`src/rtl/pipeline_stall_ctrl_if.sv`:
```
// Handshake bundle between the pipeline stages and the stall/flush sequencer.
// The master modport is the pipeline side; the slave modport is the sequencer.
interface pipeline_stall_ctrl_if #(
  parameter int CNT_W  = 6,
  parameter int PERF_W = 32
);
  logic              stallreq_id;
  logic              stallreq_ex;
  logic              stallreq_mem;
  logic              ex_multi_start;
  logic [CNT_W-1:0]  ex_multi_cycles;
  logic              flush_req;
  logic [31:0]       flush_pc;
  logic [5:0]        control;
  logic              flush;
  logic [31:0]       new_pc;
  logic              ex_multi_done;
  logic [PERF_W-1:0] stall_cycles;

  modport master (
    output stallreq_id, stallreq_ex, stallreq_mem, ex_multi_start, ex_multi_cycles,
           flush_req, flush_pc,
    input  control, flush, new_pc, ex_multi_done, stall_cycles
  );

  modport slave (
    input  stallreq_id, stallreq_ex, stallreq_mem, ex_multi_start, ex_multi_cycles,
           flush_req, flush_pc,
    output control, flush, new_pc, ex_multi_done, stall_cycles
  );
endinterface

```
`src/rtl/pipeline_stall_ctrl.sv`:
```
// Stall/flush sequencer for the 5-stage pipeline: combinational control vector,
// counted multi-cycle EX stall, exception redirect and stall-cycle counter.
module pipeline_stall_ctrl #(
  parameter int CNT_W  = 6,
  parameter int PERF_W = 32
) (
  input  logic                 clk,
  input  logic                 rst,
  pipeline_stall_ctrl_if.slave bus
);

  typedef enum logic {IDLE, MULTI} state_t;

  localparam logic [5:0] CTRL_NONE = 6'b000000;
  localparam logic [5:0] CTRL_ID   = 6'b000111;
  localparam logic [5:0] CTRL_EX   = 6'b001111;
  localparam logic [5:0] CTRL_MEM  = 6'b011111;

  state_t              state, state_nx;
  logic [CNT_W-1:0]    cnt, cnt_nx;
  logic [CNT_W-1:0]    n_eff;
  logic                ex_req;
  logic [5:0]          control;
  logic                flush;
  logic [31:0]         new_pc;
  logic                done;
  logic [PERF_W-1:0]   stall_cycles;

  // A zero-length request still costs the start cycle itself.
  assign n_eff  = (bus.ex_multi_cycles == '0) ? CNT_W'(1) : bus.ex_multi_cycles;
  assign ex_req = bus.stallreq_ex | (state == MULTI) | bus.ex_multi_start;

  always_comb begin
    control  = CTRL_NONE;
    flush    = 1'b0;
    new_pc   = '0;
    done     = 1'b0;
    state_nx = state;
    cnt_nx   = cnt;
    if (rst) begin
      state_nx = IDLE;
      cnt_nx   = '0;
    end else if (bus.flush_req) begin
      flush    = 1'b1;
      new_pc   = bus.flush_pc;
      state_nx = IDLE;
      cnt_nx   = '0;
    end else begin
      if (bus.stallreq_mem)     control = CTRL_MEM;
      else if (ex_req)          control = CTRL_EX;
      else if (bus.stallreq_id) control = CTRL_ID;

      unique case (state)
        IDLE: begin
          if (bus.ex_multi_start) begin
            // A MEM stall in the start cycle burns that cycle, so the full N remains.
            if (bus.stallreq_mem) begin
              state_nx = MULTI;
              cnt_nx   = n_eff;
            end else if (n_eff == CNT_W'(1)) begin
              done = 1'b1;
            end else begin
              state_nx = MULTI;
              cnt_nx   = n_eff - CNT_W'(1);
            end
          end
        end
        MULTI: begin
          if (!bus.stallreq_mem) begin
            if (cnt == CNT_W'(1)) begin
              done     = 1'b1;
              state_nx = IDLE;
              cnt_nx   = '0;
            end else begin
              cnt_nx = cnt - CNT_W'(1);
            end
          end
        end
        default: begin
          state_nx = IDLE;
          cnt_nx   = '0;
        end
      endcase
    end
  end

  always_ff @(posedge clk) begin
    if (rst) begin
      state        <= IDLE;
      cnt          <= '0;
      stall_cycles <= '0;
    end else begin
      state <= state_nx;
      cnt   <= cnt_nx;
      if (control != CTRL_NONE) stall_cycles <= stall_cycles + PERF_W'(1);
    end
  end

  assign bus.control       = control;
  assign bus.flush         = flush;
  assign bus.new_pc        = new_pc;
  assign bus.ex_multi_done = done;
  assign bus.stall_cycles  = stall_cycles;

endmodule

```
`src/flat_wrapper.sv`:
```
// flat-port wrapper written by rule: the top's interface ports become plain ports
module pipeline_stall_ctrl_flat 
#(
  parameter int CNT_W  = 6,
  parameter int PERF_W = 32
)
  (clk, rst, bus_stallreq_id, bus_stallreq_ex, bus_stallreq_mem, bus_ex_multi_start, bus_ex_multi_cycles, bus_flush_req, bus_flush_pc, bus_control, bus_flush, bus_new_pc, bus_ex_multi_done, bus_stall_cycles);
  pipeline_stall_ctrl_if #(.CNT_W(CNT_W), .PERF_W(PERF_W)) bus_i ();
  input  logic clk;
  input  logic rst;
  input wire logic [$bits(bus_i.stallreq_id)-1:0] bus_stallreq_id;
  input wire logic [$bits(bus_i.stallreq_ex)-1:0] bus_stallreq_ex;
  input wire logic [$bits(bus_i.stallreq_mem)-1:0] bus_stallreq_mem;
  input wire logic [$bits(bus_i.ex_multi_start)-1:0] bus_ex_multi_start;
  input wire logic [$bits(bus_i.ex_multi_cycles)-1:0] bus_ex_multi_cycles;
  input wire logic [$bits(bus_i.flush_req)-1:0] bus_flush_req;
  input wire logic [$bits(bus_i.flush_pc)-1:0] bus_flush_pc;
  output wire logic [$bits(bus_i.control)-1:0] bus_control;
  output wire logic [$bits(bus_i.flush)-1:0] bus_flush;
  output wire logic [$bits(bus_i.new_pc)-1:0] bus_new_pc;
  output wire logic [$bits(bus_i.ex_multi_done)-1:0] bus_ex_multi_done;
  output wire logic [$bits(bus_i.stall_cycles)-1:0] bus_stall_cycles;
  assign bus_i.stallreq_id = bus_stallreq_id;
  assign bus_i.stallreq_ex = bus_stallreq_ex;
  assign bus_i.stallreq_mem = bus_stallreq_mem;
  assign bus_i.ex_multi_start = bus_ex_multi_start;
  assign bus_i.ex_multi_cycles = bus_ex_multi_cycles;
  assign bus_i.flush_req = bus_flush_req;
  assign bus_i.flush_pc = bus_flush_pc;
  assign bus_control = bus_i.control;
  assign bus_flush = bus_i.flush;
  assign bus_new_pc = bus_i.new_pc;
  assign bus_ex_multi_done = bus_i.ex_multi_done;
  assign bus_stall_cycles = bus_i.stall_cycles;
  pipeline_stall_ctrl #(.CNT_W(CNT_W), .PERF_W(PERF_W)) u_core (.clk(clk), .rst(rst), .bus(bus_i));
endmodule
```
`config.mk`:
```
export PLATFORM = sky130hd
export DESIGN_NAME = pipeline_stall_ctrl_flat
export DESIGN_NICKNAME = d
export VERILOG_FILES = /design/src/rtl/pipeline_stall_ctrl_if.sv /design/src/rtl/pipeline_stall_ctrl.sv /design/src/flat_wrapper.sv
export SDC_FILE = /design/constraint.sdc
export NUM_CORES = 1
export LEC_CHECK = 0
export BUFFER_PORTS_ARGS = -buffer_cell sky130_fd_sc_hd__buf_4
export CAP_MARGIN = 20
export CORE_AREA = 2 2 81 83
export CTS_BUF_LIST = sky130_fd_sc_hd__clkbuf_8 sky130_fd_sc_hd__clkbuf_16
export CTS_CLUSTER_DIAMETER = 50
export CTS_CLUSTER_SIZE = 12
export DETAILED_ROUTE_END_ITERATION = 6
export DIE_AREA = 0 0 83 85
export HOLD_SLACK_MARGIN = 0.03
export PLACE_DENSITY = 0.7
export SLEW_MARGIN = 25
export SYNTH_ARGS = -nofsm -noshare
export SYNTH_HDL_FRONTEND = slang
export SYNTH_SLANG_ARGS = --single-unit
```
`constraint.sdc`:
```
create_clock -name clk -period 3.6 [get_ports clk]
set_input_delay 0.36 -clock clk [delete_from_list [all_inputs] [get_ports clk]]
set_output_delay 0.36 -clock clk [all_outputs]
set_load 0.01 [all_outputs]
```
==> impl_results.md, run 1 <==
* FMAX at 0.462 GHz
* CTS tree: built
* Design area at 3400 um^2
* Die area at 7060 um^2
* Lkg Pwr at 1.49 nW
* Synth Flop Type: dfxtp_1
* Internal at 0.727 mW
* Worst-path maximum fanout at 17
* EDFF count, synth at 0
* Worst clock skew at 9.37 ps
* Synth top area share at 32.1%
* Required @ worst endpoint at 3240 ps
* NetSw at 0.250 mW
* Area Growth Syn to Fin at 39.8%
* Power Dens Cells at 288 nW/um^2
* Net Sw Frac at 25.6%
* Worst setup path end: bus_control[0]
* Clk slew on worst S/H paths at 80 ps
* Port bufs at 115
* Top cells by count, synth: nor2_1 (45), dfxtp_1 (39), and2_1 (34), nand2_1 (17), xor2_1 (17)
* Top-count cell post-synth: nor2_1
* IO Count at 117
* CTS root buf: clkbuf_8
* Later-pin clock latency in the skew report at 300 ps
* Avg WL per Cell at 13.5 um
* Routed Antenna Nets at 0
* CTS sink count at 39
* Synth area leader: dfxtp_1
* Ranking of synthesized cells by area: dfxtp_1 (32%), and2_1 (8.7%), nor2_1 (6.9%)
* Number of global-route vias before repair at 2254
* Final worst slack at 1440 ps
* Ys async rst share at 0%
* H-Tree Level Count at 2
* Antenna cells at 0
* Worst setup path start: u_core.state$_SDFF_PP0_
* Sequential area share after synthesis at 32.1%
* Crit-path leading delay family: simple AND/OR/NAND/NOR gates
* Tmin final at 2160 ps
* Antenna violations before repair at 0
* Sequential share of power at 45.5%
* Total CTS buffers at 5
* Synth unique cells at 49
* Final nets at 458
* Setup-failing EPs final at 0
* First drt pass iteration count at 4
* Clock power frac at 38.3%
* Layout fillers at 610
* Reg-to-reg endpoint: u_core.bus.stall_cycles[14]$_SDFFE_PP0P_
* Flop and latch count out of synthesis at 39
* Reg2Reg Setup Slack at 1640 ps
* Num rows at 29
* CP dominant cell by count: nor2_1
* Post-Synthesis Cell Area at 2430 um^2
* Vias after detailed routing at 2463
* Pin count of the biggest net entering global routing at 38
* Syn_area_per_cell at 8.00 um^2
* DRC violation total after the first TritonRoute iteration at 110
* Global-route wire length before repair at 10800 um
* Cells along the critical path: or4_4, nor2_1, nor2_1, buf_4
* Clock buffer depth at 2
* Peak VDD IR at 0.000194 V
* DP HPWL at 5040 um
* Worst-Margin Slew at 660 ps
* RD Place Congestion at 0.824
* Share of layout cells above drive strength 1 at 33.7%
* Total Power at 0.978 mW
* Ys Warns at 0
* Comb power frac at 16.2%
* RSZ-0062 raised after global routing: no
* Gr usage total at 18.5%
* Postcts setup bufs at 0
* Dpl ws at 1550 ps
* Placed cell count at 478
* Total congestion overflow at 0
* Critical path launch point type: register
* Via density at 5.07
* Cts hold-fix bufs at 0
* # DRC at 0
* Die Y at 85 um
* Critical Path AT at 1800 ps
* Hold crit path type: input pin to register
* Final WL at 6580 um
* Core ar. at 6200 um^2
* Max stage delay on crit path at 580 ps
* Max Cap Violations at 0
* Reg-to-Reg Start: u_core.state$_SDFF_PP0_
* CP bufs+invs at 1
* Slew Viols, Final at 0
* Crit path max-delay cell type: or4_4
* Status: finished clean
* Fin cells at 486
* Worst path depth at 4
* Hold Vio Cnt, Final at 0
* Initial Util at 39.2%
* Crit. End Element: output pin
* Setup TNS at 0 ps
* CP Class: register to output pin
* Post-Synthesis Cells at 304
* Die W at 83 um
* Post-cts repair resize count at 0
* Max_slew headroom at 55.6%
* FF-to-FF path depth at 5
* Placed cell area at 3290 um^2
* Post-synth net total at 354
* Period utilisation layout at 60.1%
## kinds of logic (layout without fill, tap and decap cells)
logic type / count (synthesis) / count (layout) / synth area share, %
simple gates: 161 / 161 / 37.0
flops: 39 / 39 / 32.1
compound gates: 34 / 34 / 9.78
xor+xnor: 33 / 33 / 11.9
buf+inv: 31 / 136 / 6.48
fa+ha+maj: 5 / 5 / 2.57
other cells: 1 / 1 / 0.154
## layout by cell type, fill, tap and decap left out, types with 5 or more instances in the layout
cell / synthesis / routed
a21oi_1: 8 / 8
ha_1: 5 / 5
buf_4: 4 / 116
o21ai_0: 9 / 9
clkbuf_8: 0 / 5
and3_1: 6 / 6
dfxtp_1: 39 / 39
and2_1: 34 / 34
nand3_1: 13 / 13
xor2_1: 17 / 17
xnor2_1: 16 / 16
inv_1: 12 / 12
nand4_1: 7 / 7
nor2_1: 45 / 45
nand2_1: 17 / 17
nor3_1: 10 / 10
## power by group through the flow
| stage | registers, mW | logic [mW] | clock network (mW) |
|---|---|---|---|
| after floorplan | 0.452 | 0.0818 | 0 |
| after global placement | 0.455 | 0.157 | 0 |
| after detailed placement | 0.455 | 0.159 | 0 |
| after CTS | 0.445 | 0.159 | 0.382 |
| after global routing | 0.446 | 0.176 | 0.404 |
| final | 0.445 | 0.158 | 0.374 |
## final cells by class
| type | instances | area (um^2) | area share (%) |
|---|---|---|---|
| multi-input combinational | 234 | 1490 | 43.9 |
| tap | 77 | 96.3 | 2.84 |
| timing repair buffer | 116 | 871 | 25.6 |
| clock inverter | 3 | 43.8 | 1.29 |
| sequential | 39 | 781 | 23.0 |
| clock buffer | 5 | 68.8 | 2.03 |
| inverter | 12 | 45.0 | 1.33 |
## worst register-to-register path: cells and delay by family (launching register included)
kind,cells,cell delay (ps)
flops,1,470
simple gates,3,780
compound gates,1,440
xor+xnor,1,160
## state kept, by name, indices dropped and copies added (netlist names)
signal                   count
u_core.bus.stall_cycles     32
u_core.cnt                   6
u_core.state                 1
## stage by stage
stage / utilization [%] / hold slack (ps)
after CTS: 54.8 / 417
final: 54.8 / 423
after detailed placement: 53.0 / 497
after global placement: 53.0 / 478
after global routing: 54.8 / 454
after floorplan: - / 460
## how the worst min path moves through the flow
| stage | startpoint | endpoint | depth (start not counted) |
|---|---|---|---|
| 3_5_place_dp | u_core.cnt[4]$_SDFFE_PP0P_ | u_core.cnt[4]$_SDFFE_PP0P_ | 2 |
| 4_1_cts | bus_flush_req | u_core.bus.stall_cycles[0]$_SDFFE_PP0P_ | 4 |
| 3_3_place_gp | u_core.cnt[4]$_SDFFE_PP0P_ | u_core.cnt[4]$_SDFFE_PP0P_ | 2 |
| 6_report | bus_flush_req | u_core.bus.stall_cycles[0]$_SDFFE_PP0P_ | 4 |
| 2_1_floorplan | u_core.cnt[4]$_SDFFE_PP0P_ | u_core.cnt[4]$_SDFFE_PP0P_ | 2 |
| 5_1_grt | rst | u_core.bus.stall_cycles[31]$_SDFFE_PP0P_ | 2 |
## per-layer routing
layer,GRT usage (%),vias up,share of wire [%]
met1,25.6,1145,46
li1,-,1233,-
met2,29.0,79,47
met5,0,-,0
met4,4.02,0,0.97
met3,5.25,6,5.6
Power figures use the tool's default switching activity.
==> run 2: changes to the inputs <==
==> constraint.sdc (replaced) <==
create_clock -name clk -period 2.2 [get_ports clk]
set_input_delay 0.22 -clock clk [delete_from_list [all_inputs] [get_ports clk]]
set_output_delay 0.22 -clock clk [all_outputs]
set_load 0.01 [all_outputs]
==> run 2 against run 1 <==
Sequential share of layout area fell by 0.12 points. Via count fell by 2.5%. Hold slack got worse by 290 ps. Wire length rose by 2.0%. Global-route usage rose by 0.30 points.
==> impl_results.md, run 2 (synthesis results as in run 1) <==
* Status: finished clean
* Port bufs at 115 (unchanged)
* Vias after detailed routing at 2401 (-2.5%)
* Number of global-route vias before repair at 2162 (-4.1%)
* Most frequent cells in the layout: buf_4 (120), nor2_1 (45), dfxtp_1 (39)
* Routed Antenna Nets at 0 (unchanged)
* Clock power frac at 34.7% (-3.6 points)
* Final nets at 462 (+0.87%)
* Commonest non-fill, non-tap cell in the layout: buf_4
* Crit path max-delay cell type: or3b_1
* Max_slew headroom at 64.4% (+8.8 points)
* Critical path launch point type: register
* Max stage delay on crit path at 580 ps (about the same)
* Area Growth Syn to Fin at 40.5%
* Number of flip-flops in the largest register at 32 (unchanged)
* Worst clock skew at 6.04 ps (-3.33 ps)
* Worst-path maximum fanout at 10 (-7)
* Via density at 4.90 (-3.3%)
* Final WL at 6710 um (+2.0%)
* Largest reg by FF count: u_core.bus.stall_cycles
* Hold Vio Cnt, Final at 0 (unchanged)
* Share of layout cells above drive strength 1 at 34.1% (+0.40 points)
* Global-route wire length before repair at 10900 um (+1.0%)
* Hold Startpoint: rst
* Cts hold-fix bufs at 0 (unchanged)
* Max Cap Violations at 0 (unchanged)
* NetSw at 0.386 mW (+54%)
* Die Y at 85 um (unchanged)
* Total congestion overflow at 0 (unchanged)
* Setup TNS at 0 ps (unchanged)
* IO Count at 117 (unchanged)
* Die W at 83 um (unchanged)
* DP HPWL at 5310 um (+5.3%)
* Initial Util at 39.2% (unchanged)
* DRC violation total after the first TritonRoute iteration at 79 (-28%)
* Worst setup path start: u_core.bus.stall_cycles[0]$_SDFFE_PP0P_
* Fin cells at 490 (+0.82%)
* Antenna violations before repair at 0 (unchanged)
* Slew Viols, Final at 0 (unchanged)
* Hold crit path type: input pin to register
* Tmin final at 1970 ps
* Postcts setup bufs at 0 (unchanged)
* Lkg Pwr at 1.51 nW (+1.1%)
* Placed cell count at 482 (+0.84%)
* CP Class: register to register
* Gr usage total at 18.8% (+0.30 points)
* Worst-Margin Slew at 534 ps (-127 ps)
* Post-cts repair resize count at 0 (unchanged)
* Total CTS buffers at 5 (unchanged)
* Hold path depth at 2 (-2)
* CTS tree: built
* Later-pin clock latency in the skew report at 300 ps (about the same)
* Required @ worst endpoint at 2380 ps (-860 ps)
* Pin count of the biggest net entering global routing at 34 (-11%)
* Avg WL per Cell at 13.7 um (+1.2%)
* Clk slew on worst S/H paths at 80 ps (about the same)
* RSZ-0062 raised after global routing: no
* Top flop regs: u_core.bus.stall_cycles: 32 flops, u_core.cnt: 6 flops, u_core.state: 1 flops
* FMAX at 0.507 GHz
* Crit-path leading delay family: simple AND/OR/NAND/NOR gates
* Period utilisation layout at 89.6%
* FF-to-FF path depth at 6 (+1)
* # DRC at 0 (unchanged)
* CP bufs+invs at 0 (-1)
* Peak VDD IR at 0.000326 V (+68%)
* Antenna cells at 0 (unchanged)
* Reg-to-Reg Start: u_core.bus.stall_cycles[0]$_SDFFE_PP0P_
* Crit. End Element: register
* Setup-failing EPs final at 0 (unchanged)
* Internal at 1.14 mW (+56%)
* RD Place Congestion at 0.824 (about the same)
* Clock buffer depth at 2 (unchanged)
* CTS sink count at 39 (unchanged)
* Num rows at 29 (unchanged)
* Critical Path AT at 2150 ps (+350 ps)
* Comb power frac at 17.6% (+1.4 points)
* Core ar. at 6200 um^2 (unchanged)
* Worst path depth at 6 (+2)
* H-Tree Level Count at 2 (unchanged)
* Power Dens Cells at 446 nW/um^2 (+55%)
* Net Sw Frac at 25.3% (-0.25 points)
* Sequential share of power at 47.6% (+2.1 points)
* Die area at 7060 um^2 (unchanged)
* First drt pass iteration count at 4 (unchanged)
* Cells along the critical path: ha_1, or3b_1, a21oi_2, nand3_1, xor2_1, nor2_1
* CTS root buf: clkbuf_8
[run 2: changes by cell type in the layout (fill, tap and decap cells not counted)]
cell,delta
clkbuf_8,+2
buf_4,+4
clkinv_2,-1
clkinv_4,-1
inv_1,+1
bufinv_16,-1
[run 2: power by group through the flow]
stage	Clock, mW	Sequential, mW	Combinational (mW)
finish	0.529	0.725	0.269
global route	0.579	0.726	0.294
CTS	0.541	0.725	0.270
detailed placement	0	0.741	0.269
global placement	0	0.741	0.265
floorplan	0	0.740	0.134
[run 2: path summary, 6_finish.rpt]
path         slack, ps                                  endpoint
max                230  u_core.bus.stall_cycles[10]$_SDFFE_PP0P_
min                130   u_core.bus.stall_cycles[0]$_SDFFE_PP0P_
max reg2reg        230  u_core.bus.stall_cycles[10]$_SDFFE_PP0P_
min reg2reg        510                u_core.cnt[1]$_SDFFE_PP0P_
[run 2: through the flow]
stage	area, um^2	utilization [%]	setup slack (ps)	power, mW	hold WS [ps]
after global placement	3320	53.4	278	1.01	441
final	3420	55.1	228	1.52	131
after CTS	3420	55.1	224	1.54	126
after floorplan	2430	-	402	0.874	421
after detailed placement	3320	53.4	244	1.01	444
after global routing	3420	55.1	62.4	1.60	123
[run 2: metal layers]
metal | global-route usage (%) | wire, um | vias up
met2 | 28.7 | 3170 | 64
met1 | 26.9 | 3180 | 1090
li1 | - | - | 1242
met5 | 0 | 0 | -
met3 | 4.28 | 304 | 5
met4 | 5.07 | 55 | 0
[run 2: final cells by class]
type / count / area (um^2)
Clock buffer: 7 / 96.3
Sequential cell: 39 / 781
Multi-Input combinational cell: 234 / 1490
Timing Repair Buffer: 120 / 901
Clock inverter: 1 / 3.75
Inverter: 12 / 45.0
Tap cell: 77 / 96.3
Fill cell: 608 / 2790
[run 2: worst register-to-register path, delay by kind of cell (launching register included)]
kind / cells / cell delay, ps
simple gates: 3 / 760
flops: 1 / 430
compound gates: 1 / 350
fa+ha+maj: 1 / 160
xor+xnor: 1 / 160
